`src/rtl/ec_pkg.sv`:
```
// Shared widths, FSM encoding and constants for the error-compensation column collector.
package ec_pkg;

    localparam int DEF_PSUM_W = 24;
    localparam int DEF_PROD_W = 16;
    localparam int DEF_CNT_W  = 8;

    localparam logic [DEF_PSUM_W-1:0] PSUM_MAX = '1;

    typedef enum logic {
        ST_ACCUM = 1'b0,
        ST_EMIT  = 1'b1
    } ec_state_t;

endpackage

```
`src/rtl/ec_sat_add.sv`:
```
// Unsigned W-bit adder exposing the carry; SATURATE clamps to all-ones on carry, else wraps.
module ec_sat_add #(
    parameter int W        = 24,
    parameter bit SATURATE = 1'b1
) (
    input  logic [W-1:0] a,
    input  logic [W-1:0] b,
    output logic [W-1:0] sum,
    output logic         carry
);

    logic [W:0] full;

    assign full  = {1'b0, a} + {1'b0, b};
    assign carry = full[W];
    assign sum   = (SATURATE && carry) ? {W{1'b1}} : full[W-1:0];

endmodule

```
`src/rtl/ec_column_collector.sv`:
```
// Column-bottom collector: re-injects skipped error products, accumulates one tile,
// and hands the corrected sum plus error count downstream over valid/ready.
module ec_column_collector
    import ec_pkg::*;
#(
    parameter int PSUM_W   = DEF_PSUM_W,
    parameter int PROD_W   = DEF_PROD_W,
    parameter int CNT_W    = DEF_CNT_W,
    parameter bit SATURATE = 1'b1
) (
    input  logic              clk,
    input  logic              rst,
    input  logic              in_valid,
    output logic              in_ready,
    input  logic [PSUM_W-1:0] psum_in,
    input  logic [PROD_W-1:0] err_product_in,
    input  logic              err_flag_in,
    input  logic              last_in,
    output logic              out_valid,
    input  logic              out_ready,
    output logic [PSUM_W-1:0] tile_sum,
    output logic [CNT_W-1:0]  tile_err_cnt,
    output logic              tile_sat
);

    ec_state_t         state, state_nxt;
    logic [PSUM_W-1:0] acc, acc_nxt, corr, prod_ext;
    logic [CNT_W-1:0]  cnt, cnt_nxt;
    logic              sat, sat_nxt, corr_c, acc_c;
    logic              beat;

    // Unflagged beats contribute no product, whatever err_product_in carries.
    assign prod_ext = err_flag_in ? PSUM_W'(err_product_in) : '0;

    ec_sat_add #(.W(PSUM_W), .SATURATE(SATURATE)) u_corr_add (
        .a     (psum_in),
        .b     (prod_ext),
        .sum   (corr),
        .carry (corr_c)
    );

    ec_sat_add #(.W(PSUM_W), .SATURATE(SATURATE)) u_acc_add (
        .a     (acc),
        .b     (corr),
        .sum   (acc_nxt),
        .carry (acc_c)
    );

    assign sat_nxt = sat | corr_c | acc_c;
    assign cnt_nxt = (err_flag_in && (cnt != {CNT_W{1'b1}})) ? cnt + CNT_W'(1) : cnt;
    assign beat    = in_valid && (state == ST_ACCUM);

    always_ff @(posedge clk) begin
        if (rst) state <= ST_ACCUM;
        else     state <= state_nxt;
    end

    always_comb begin
        state_nxt = state;
        in_ready  = 1'b0;
        out_valid = 1'b0;
        case (state)
            ST_ACCUM: begin
                in_ready = 1'b1;
                if (in_valid && last_in) state_nxt = ST_EMIT;
            end
            ST_EMIT: begin
                out_valid = 1'b1;
                if (out_ready) state_nxt = ST_ACCUM;
            end
            default: state_nxt = ST_ACCUM;
        endcase
    end

    // Closing beat loads the result and clears the running state so the next tile starts at zero.
    always_ff @(posedge clk) begin
        if (rst) begin
            acc          <= '0;
            cnt          <= '0;
            sat          <= 1'b0;
            tile_sum     <= '0;
            tile_err_cnt <= '0;
            tile_sat     <= 1'b0;
        end else if (beat) begin
            if (last_in) begin
                tile_sum     <= acc_nxt;
                tile_err_cnt <= cnt_nxt;
                tile_sat     <= sat_nxt;
                acc          <= '0;
                cnt          <= '0;
                sat          <= 1'b0;
            end else begin
                acc <= acc_nxt;
                cnt <= cnt_nxt;
                sat <= sat_nxt;
            end
        end
    end

endmodule

```
`config.mk`:
```
export PLATFORM = sky130hd
export DESIGN_NAME = ec_column_collector
export DESIGN_NICKNAME = d
export VERILOG_FILES = /design/src/rtl/ec_pkg.sv /design/src/rtl/ec_sat_add.sv /design/src/rtl/ec_column_collector.sv
export SDC_FILE = /design/constraint.sdc
export NUM_CORES = 1
export LEC_CHECK = 0
export BUFFER_PORTS_ARGS = -buffer_cell sky130_fd_sc_hd__buf_2
export CORE_MARGIN = 2
export CORE_UTILIZATION = 30
export CTS_CLUSTER_SIZE = 20
export DETAILED_ROUTE_END_ITERATION = 8
export HOLD_SLACK_MARGIN = 0.12
export PLACE_DENSITY_LB_ADDON = 0.3
export SETUP_SLACK_MARGIN = 0.02
export SYNTH_ARGS = -nofsm -noshare
export SYNTH_HDL_FRONTEND = slang
export SYNTH_SLANG_ARGS = --single-unit
```
`constraint.sdc`:
```
create_clock -name clk -period 6.03 [get_ports clk]
set_input_delay 0.3015 -clock clk [delete_from_list [all_inputs] [get_ports clk]]
set_output_delay 0.3015 -clock clk [all_outputs]
set_load 0.05 [all_outputs]
```
Word-level counts from Yosys, hierarchy flattened
Index checks and enable logic that the tools add are counted.
W data, S select, Z words.
{"block": "totals", "ff_bits": 67, "input_bits": 46, "wordCells": 30}
{"block": "op_classes", "addsub": 3, "eq_ne": 1, "muxes": 12, "bitwise": 3, "reduce_logical": 4}
{"cell": "$mux W24", "count": 3}
{"cell": "$add A24 B16 Y25", "count": 1}
{"cell": "$add A24 B24 Y25", "count": 1}
{"cell": "$mux W16", "count": 1}
{"cell": "$mux W8", "count": 2}
{"cell": "$add A8 B1 Y8 const B", "count": 1}
{"cell": "$ne A8 B8 Y1 const B", "count": 1}
{"cell": "$mux W1", "count": 5}
{"cell": "$logic_and A1 B1 Y1", "count": 3}
{"cell": "$or A1 B1 Y1", "count": 2}
{"cell": "$pmux W1 S2", "count": 1}
{"cell": "$reduce_and A2 Y1", "count": 1}
{"cell": "$not A1 Y1", "count": 1}

Depth between registers and ports, before layout
{"block": "depth", "word_depth": 6, "mapped_depth": 23, "ltp_nobuf": 21}

Cells and area by module
A second synthesis with hierarchy kept.
{"block": "hier_totals", "hier_cells": 771, "hier_area_um2": 5796.8}
{"mod": "ec_column_collector", "n_inst": 1, "cells_per_inst": 347, "area_per_inst_um2": 2816.5}
{"mod": "ec_sat_add (u_corr_add)", "n_inst": 1, "cells_per_inst": 223, "area_per_inst_um2": 1594.0}
{"mod": "ec_sat_add (u_acc_add)", "n_inst": 1, "cells_per_inst": 201, "area_per_inst_um2": 1386.3}

Least setup slack after synthesis
No wires, ideal clock.
{"block": "synth_path", "kind": "input port to flip-flop", "from": "input err_product_in[0]", "to": "register tile_sum[22]", "setup_time_ps": 122, "arrival_ps": 4569, "required_time_ps": 5908, "slack_ps": 1339, "cell_stages": 22, "n_path_buf": 3, "cell_sequence": "and2_1 > ha_1 > fa_1 > a211o_1 > a21oi_1 > o21ai_0 > a21oi_1 > o22ai_1 > nand2b_1 > clkbuf_2 > buf_2 > o21ai_0 > ha_1 > clkdlybuf4s15_1 > nand4_1 > a211oi_1 > o21ai_0 > nor2b_1 > o31ai_2 > a221oi_2 > xnor2_1 > a221o_1"}
{"block": "synth_between", "elab_chain_cells": 5}
{"item": "start: declaration", "line_no": "ec_column_collector.sv:16", "source": "input logic [PROD_W-1:0] err_product_in,"}
{"item": "$mux W16", "line_no": "ec_column_collector.sv:33", "source": "assign prod_ext = err_flag_in ? PSUM_W'(err_product_in) : '0;"}
{"item": "$add A24 B16 Y25", "line_no": "ec_sat_add.sv:14", "source": "assign full = {1'b0, a} + {1'b0, b};"}
{"item": "$mux W24", "line_no": "ec_sat_add.sv:16", "source": "assign sum = (SATURATE && carry) ? {W{1'b1}} : full[W-1:0];"}
{"item": "$add A24 B24 Y25", "line_no": "ec_sat_add.sv:14"}
{"item": "$mux W24", "line_no": "ec_sat_add.sv:16"}
{"item": "end signal: assignment", "line_no": "ec_column_collector.sv:86", "source": "tile_sum <= acc_nxt;"}
{"item": "end: declaration", "line_no": "ec_column_collector.sv:21", "source": "output logic [PSUM_W-1:0] tile_sum,"}
No other way between the ends.
A chain may end at the register's enable or synchronous reset.

Worst setup path after layout
{"block": "layout_path", "from": "input err_flag_in", "to": "register tile_sum[23]"}
{"block": "layout_between", "elab_chain_cells": 5}
{"item": "start: declaration", "line_no": "ec_column_collector.sv:17", "source": "input logic err_flag_in,"}
{"item": "$mux W16", "line_no": "ec_column_collector.sv:33"}
{"item": "$add A24 B16 Y25", "line_no": "ec_sat_add.sv:14"}
{"item": "$mux W24", "line_no": "ec_sat_add.sv:16"}
{"item": "$add A24 B24 Y25", "line_no": "ec_sat_add.sv:14"}
{"item": "$mux W24", "line_no": "ec_sat_add.sv:16"}
No other way between the ends.

==> results.py <==
metrics = {
    "global_routing": {
        "grt_usage": 0.156,
        "grt_max_degree": 29,
        "antenna_found_initial": 0,
        "grt_pass1_wl_um": 22300,
        "gr-total-overflow": 0,
        "grt_pass1_vias": 4281,
    },
    "synth": {
        "synthDistinctLibCells": 64,
        "synth_seq_cells": 67,
        "syn_avg_cell_area_um2": 7.92,
        "synth_enable_flop_cells": 0,
        "synthFlopType": "dfxtp_1",
        "postSynthCellCount": 623,
        "syn-cell-area_mm2": 0.00493,
        "async_flop_share": 0,
        "synthesis.nets": 715,
        "ys_seq_area_frac": 0.272,
        "yosysWarnings": 0,
    },
    "power_and_ir_drop": {
        "ir_worst_vdd_uv": 128,
        "cellLeakagePower_nw": 2.55,
        "power_density_mw_per_mm2": 280,
    },
    "setup_path": {
        "r2r_end": "tile_sum[23]$_SDFFE_PP0P_",
        "cp_top_family": "compound AO/OA/AOI/OAI gates",
        "worstPathRequired_ns": 6.28,
        "path_max_fanout": 24,
        "arrival_ns": 5.36,
        "slowest_stage": "o22a_2",
        "rrSetupSlack_ns": 3.12,
        "cp-start-kind": "input port",
        "crit_buf_inv": 3,
        "cp_common_cell": "a21oi_1",
        "max_stage_delay_ns": 0.51,
        "worstReg2RegStart": "acc[0]$_SDFFE_PP0P_",
        "reg2regPathDepth": 11,
        "critPathKind": "in2reg",
        "cp_cell_sequence": "buf_2 -> and2_1 -> ha_1 -> fa_1 -> a211o_1 -> a21oi_1 -> o21ai_0 -> a21oi_1 -> buf_4 -> o22ai_1 -> nand2b_2 -> nand2b_1 -> ha_1 -> inv_1 -> fa_1 -> nand2b_1 -> a21oi_1 -> o21ai_1 -> a2111oi_0 -> o22a_2 -> and2_1 -> a21oi_1 -> o21ai_0",
        "worstSetupEndpointType": "register",
    },
    "sta": {
        "timing_hold_violations_final": 0,
        "slew_headroom": 0.381,
        "finClkSkew_ns": 0.00767,
        "setup_violations": 0,
        "worst_slack_ns": 0.924,
        "finalSetupTns_ns": 0,
        "layout_min_cycle_time_ns": 5.11,
        "tightest_slew_ns": 0.927,
        "max_clock_freq_mhz": 196,
        "slew_viol_final": 0,
        "finalCritPeriodShare": 0.847,
        "rsz0062_at_grt": "no",
    },
    "clocking": {
        "tritoncts": "built",
        "cts_resized": 0,
        "path_clk_slew_ns": 0.06,
        "cts_hold_buf": 0,
        "cts_setup_buffers": 0,
        "clock_sinks": 67,
        "cts_buffers": 9,
        "clock_tree.root_cell": "clkbuf_16",
        "cts_max_path_buffers": 2,
        "clkLatencyLatePin_ns": 0.33,
        "cts-htree-levels": 3,
    },
    "detailed_routing": {
        "drt-vias-per-instance": 5.01,
        "wire_per_inst_um": 14.8,
        "drtPass1Iterations": 4,
        "drt_iter0_markers": 253,
        "drt-total-wl_um": 13500,
        "drc": 0,
        "ant_nets": 0,
        "via_count": 4567,
    },
    "min_path": {
        "min_to": "state$_SDFF_PP0_",
        "hold_start": "out_ready",
        "holdPathStages": 2,
        "hold_class": "in2reg",
    },
    "final_layout": {
        "layout-drive-gt1-share": 0.170,
        "area_delta_synth_final_pct": 16.9,
        "nets": 782,
        "final_cell_mix": "buf_2, nand2_1, o21ai_0",
        "antenna-diode-count": 0,
        "final_common_cell": "buf_2",
        "final_util": 0.361,
    },
    "placement": {
        "portBuffers": 80,
        "dp_hpwl_um": 10600,
        "post-place-ws_ns": 0.396,
        "place_congestion": 0.897,
    },
    "run": {
        "maxCapViolCount": 0,
    },
    "floorplan": {
        "dieHeight_um": 132,
        "core-area_mm2": 0.0160,
        "die-width_um": 132,
        "ios": 81,
        "die-area_mm2": 0.0175,
        "initial_utilization": 0.308,
        "fp-row-count": 46,
    },
    "outcome": {
        "status": "finished, final reports clean",
    },
}
## per-layer routing
metal / vias to the layer above / track usage / wire [um]
met5: - / 0 / 0
met4: 0 / 0.0382 / 55
met3: 4 / 0.0235 / 648
met2: 94 / 0.236 / 5660
met1: 2082 / 0.232 / 7120
li1: 2387 / - / -
## registers in the layout (all words and copies together) (netlist names)
name / count
acc: 24
tile_sum: 24
sat: 1
tile_sat: 1
cnt: 8
tile_err_cnt: 8
state: 1
## cell usage after synthesis (8+ instances only)
master / n / share of area
nand3_1: 14 / 0.014
ha_1: 44 / 0.11
nor2_1: 50 / 0.038
dfxtp_1: 67 / 0.27
nand2b_1: 13 / 0.016
clkbuf_1: 13 / 0.0099
xnor2_1: 19 / 0.034
xor2_1: 14 / 0.025
and2_1: 19 / 0.024
inv_1: 16 / 0.012
a21oi_1: 50 / 0.051
o21ai_0: 73 / 0.074
a211oi_1: 10 / 0.015
and3_1: 9 / 0.011
a22o_1: 8 / 0.014
a21o_1: 9 / 0.014
nand2_1: 76 / 0.058
## cell families after synthesis
logic type | Yosys count | synth area share
simple gates | 225 | 0.223
compound gates | 204 | 0.263
flops | 67 | 0.272
fa+ha+maj | 46 | 0.120
buf+inv | 42 | 0.0499
xor+xnor | 33 | 0.0586
mux | 6 | 0.0134
## where the power goes
group	switching, W	leakage (nW)	total [W]	internal (W)
logic	0.000352	1.85	0.000543	0.000191
clock network	0.000196	0.155	0.000569	0.000373
registers	0.0000246	0.546	0.000502	0.000478
## how the worst max path moves through the flow
stage / from / endpoint / slack (ns) / cells past startpoint
5_1_grt: err_flag_in / tile_sum[3]$_SDFFE_PP0P_ / 0.24 / 22
3_5_place_dp: err_flag_in / tile_sum[23]$_SDFFE_PP0P_ / 0.40 / 23
4_1_cts: err_flag_in / tile_sum[23]$_SDFFE_PP0P_ / 0.72 / 23
2_1_floorplan: err_product_in[0] / tile_sum[22]$_SDFFE_PP0P_ / 1.34 / 22
3_3_place_gp: err_flag_in / acc[19]$_SDFFE_PP0P_ / 0.58 / 21
6_report: err_flag_in / tile_sum[23]$_SDFFE_PP0P_ / 0.92 / 23
## through the flow
stage / total power [W] / hold WS [ns] / std cells / cell area (um2)
floorplan: 0.000937 / 0.405 / 623 / 4930
global placement: 0.00105 / 0.434 / 895 / 5440
detailed placement: 0.00105 / 0.438 / 895 / 5440
CTS: 0.00163 / 0.189 / 911 / 5770
global route: 0.00171 / 0.190 / 911 / 5770
finish: 0.00161 / 0.192 / 911 / 5770
## area by class of cell
type	instances	area, um2
timing repair buffer	82	415
fill	1748	10200
sequential	67	1340
clock inverter	6	88.8
inverter	16	60.1
tap	216	270
multi-input combinational	514	3360
clock buffer	10	239
(Power assumes the default switching activity.)
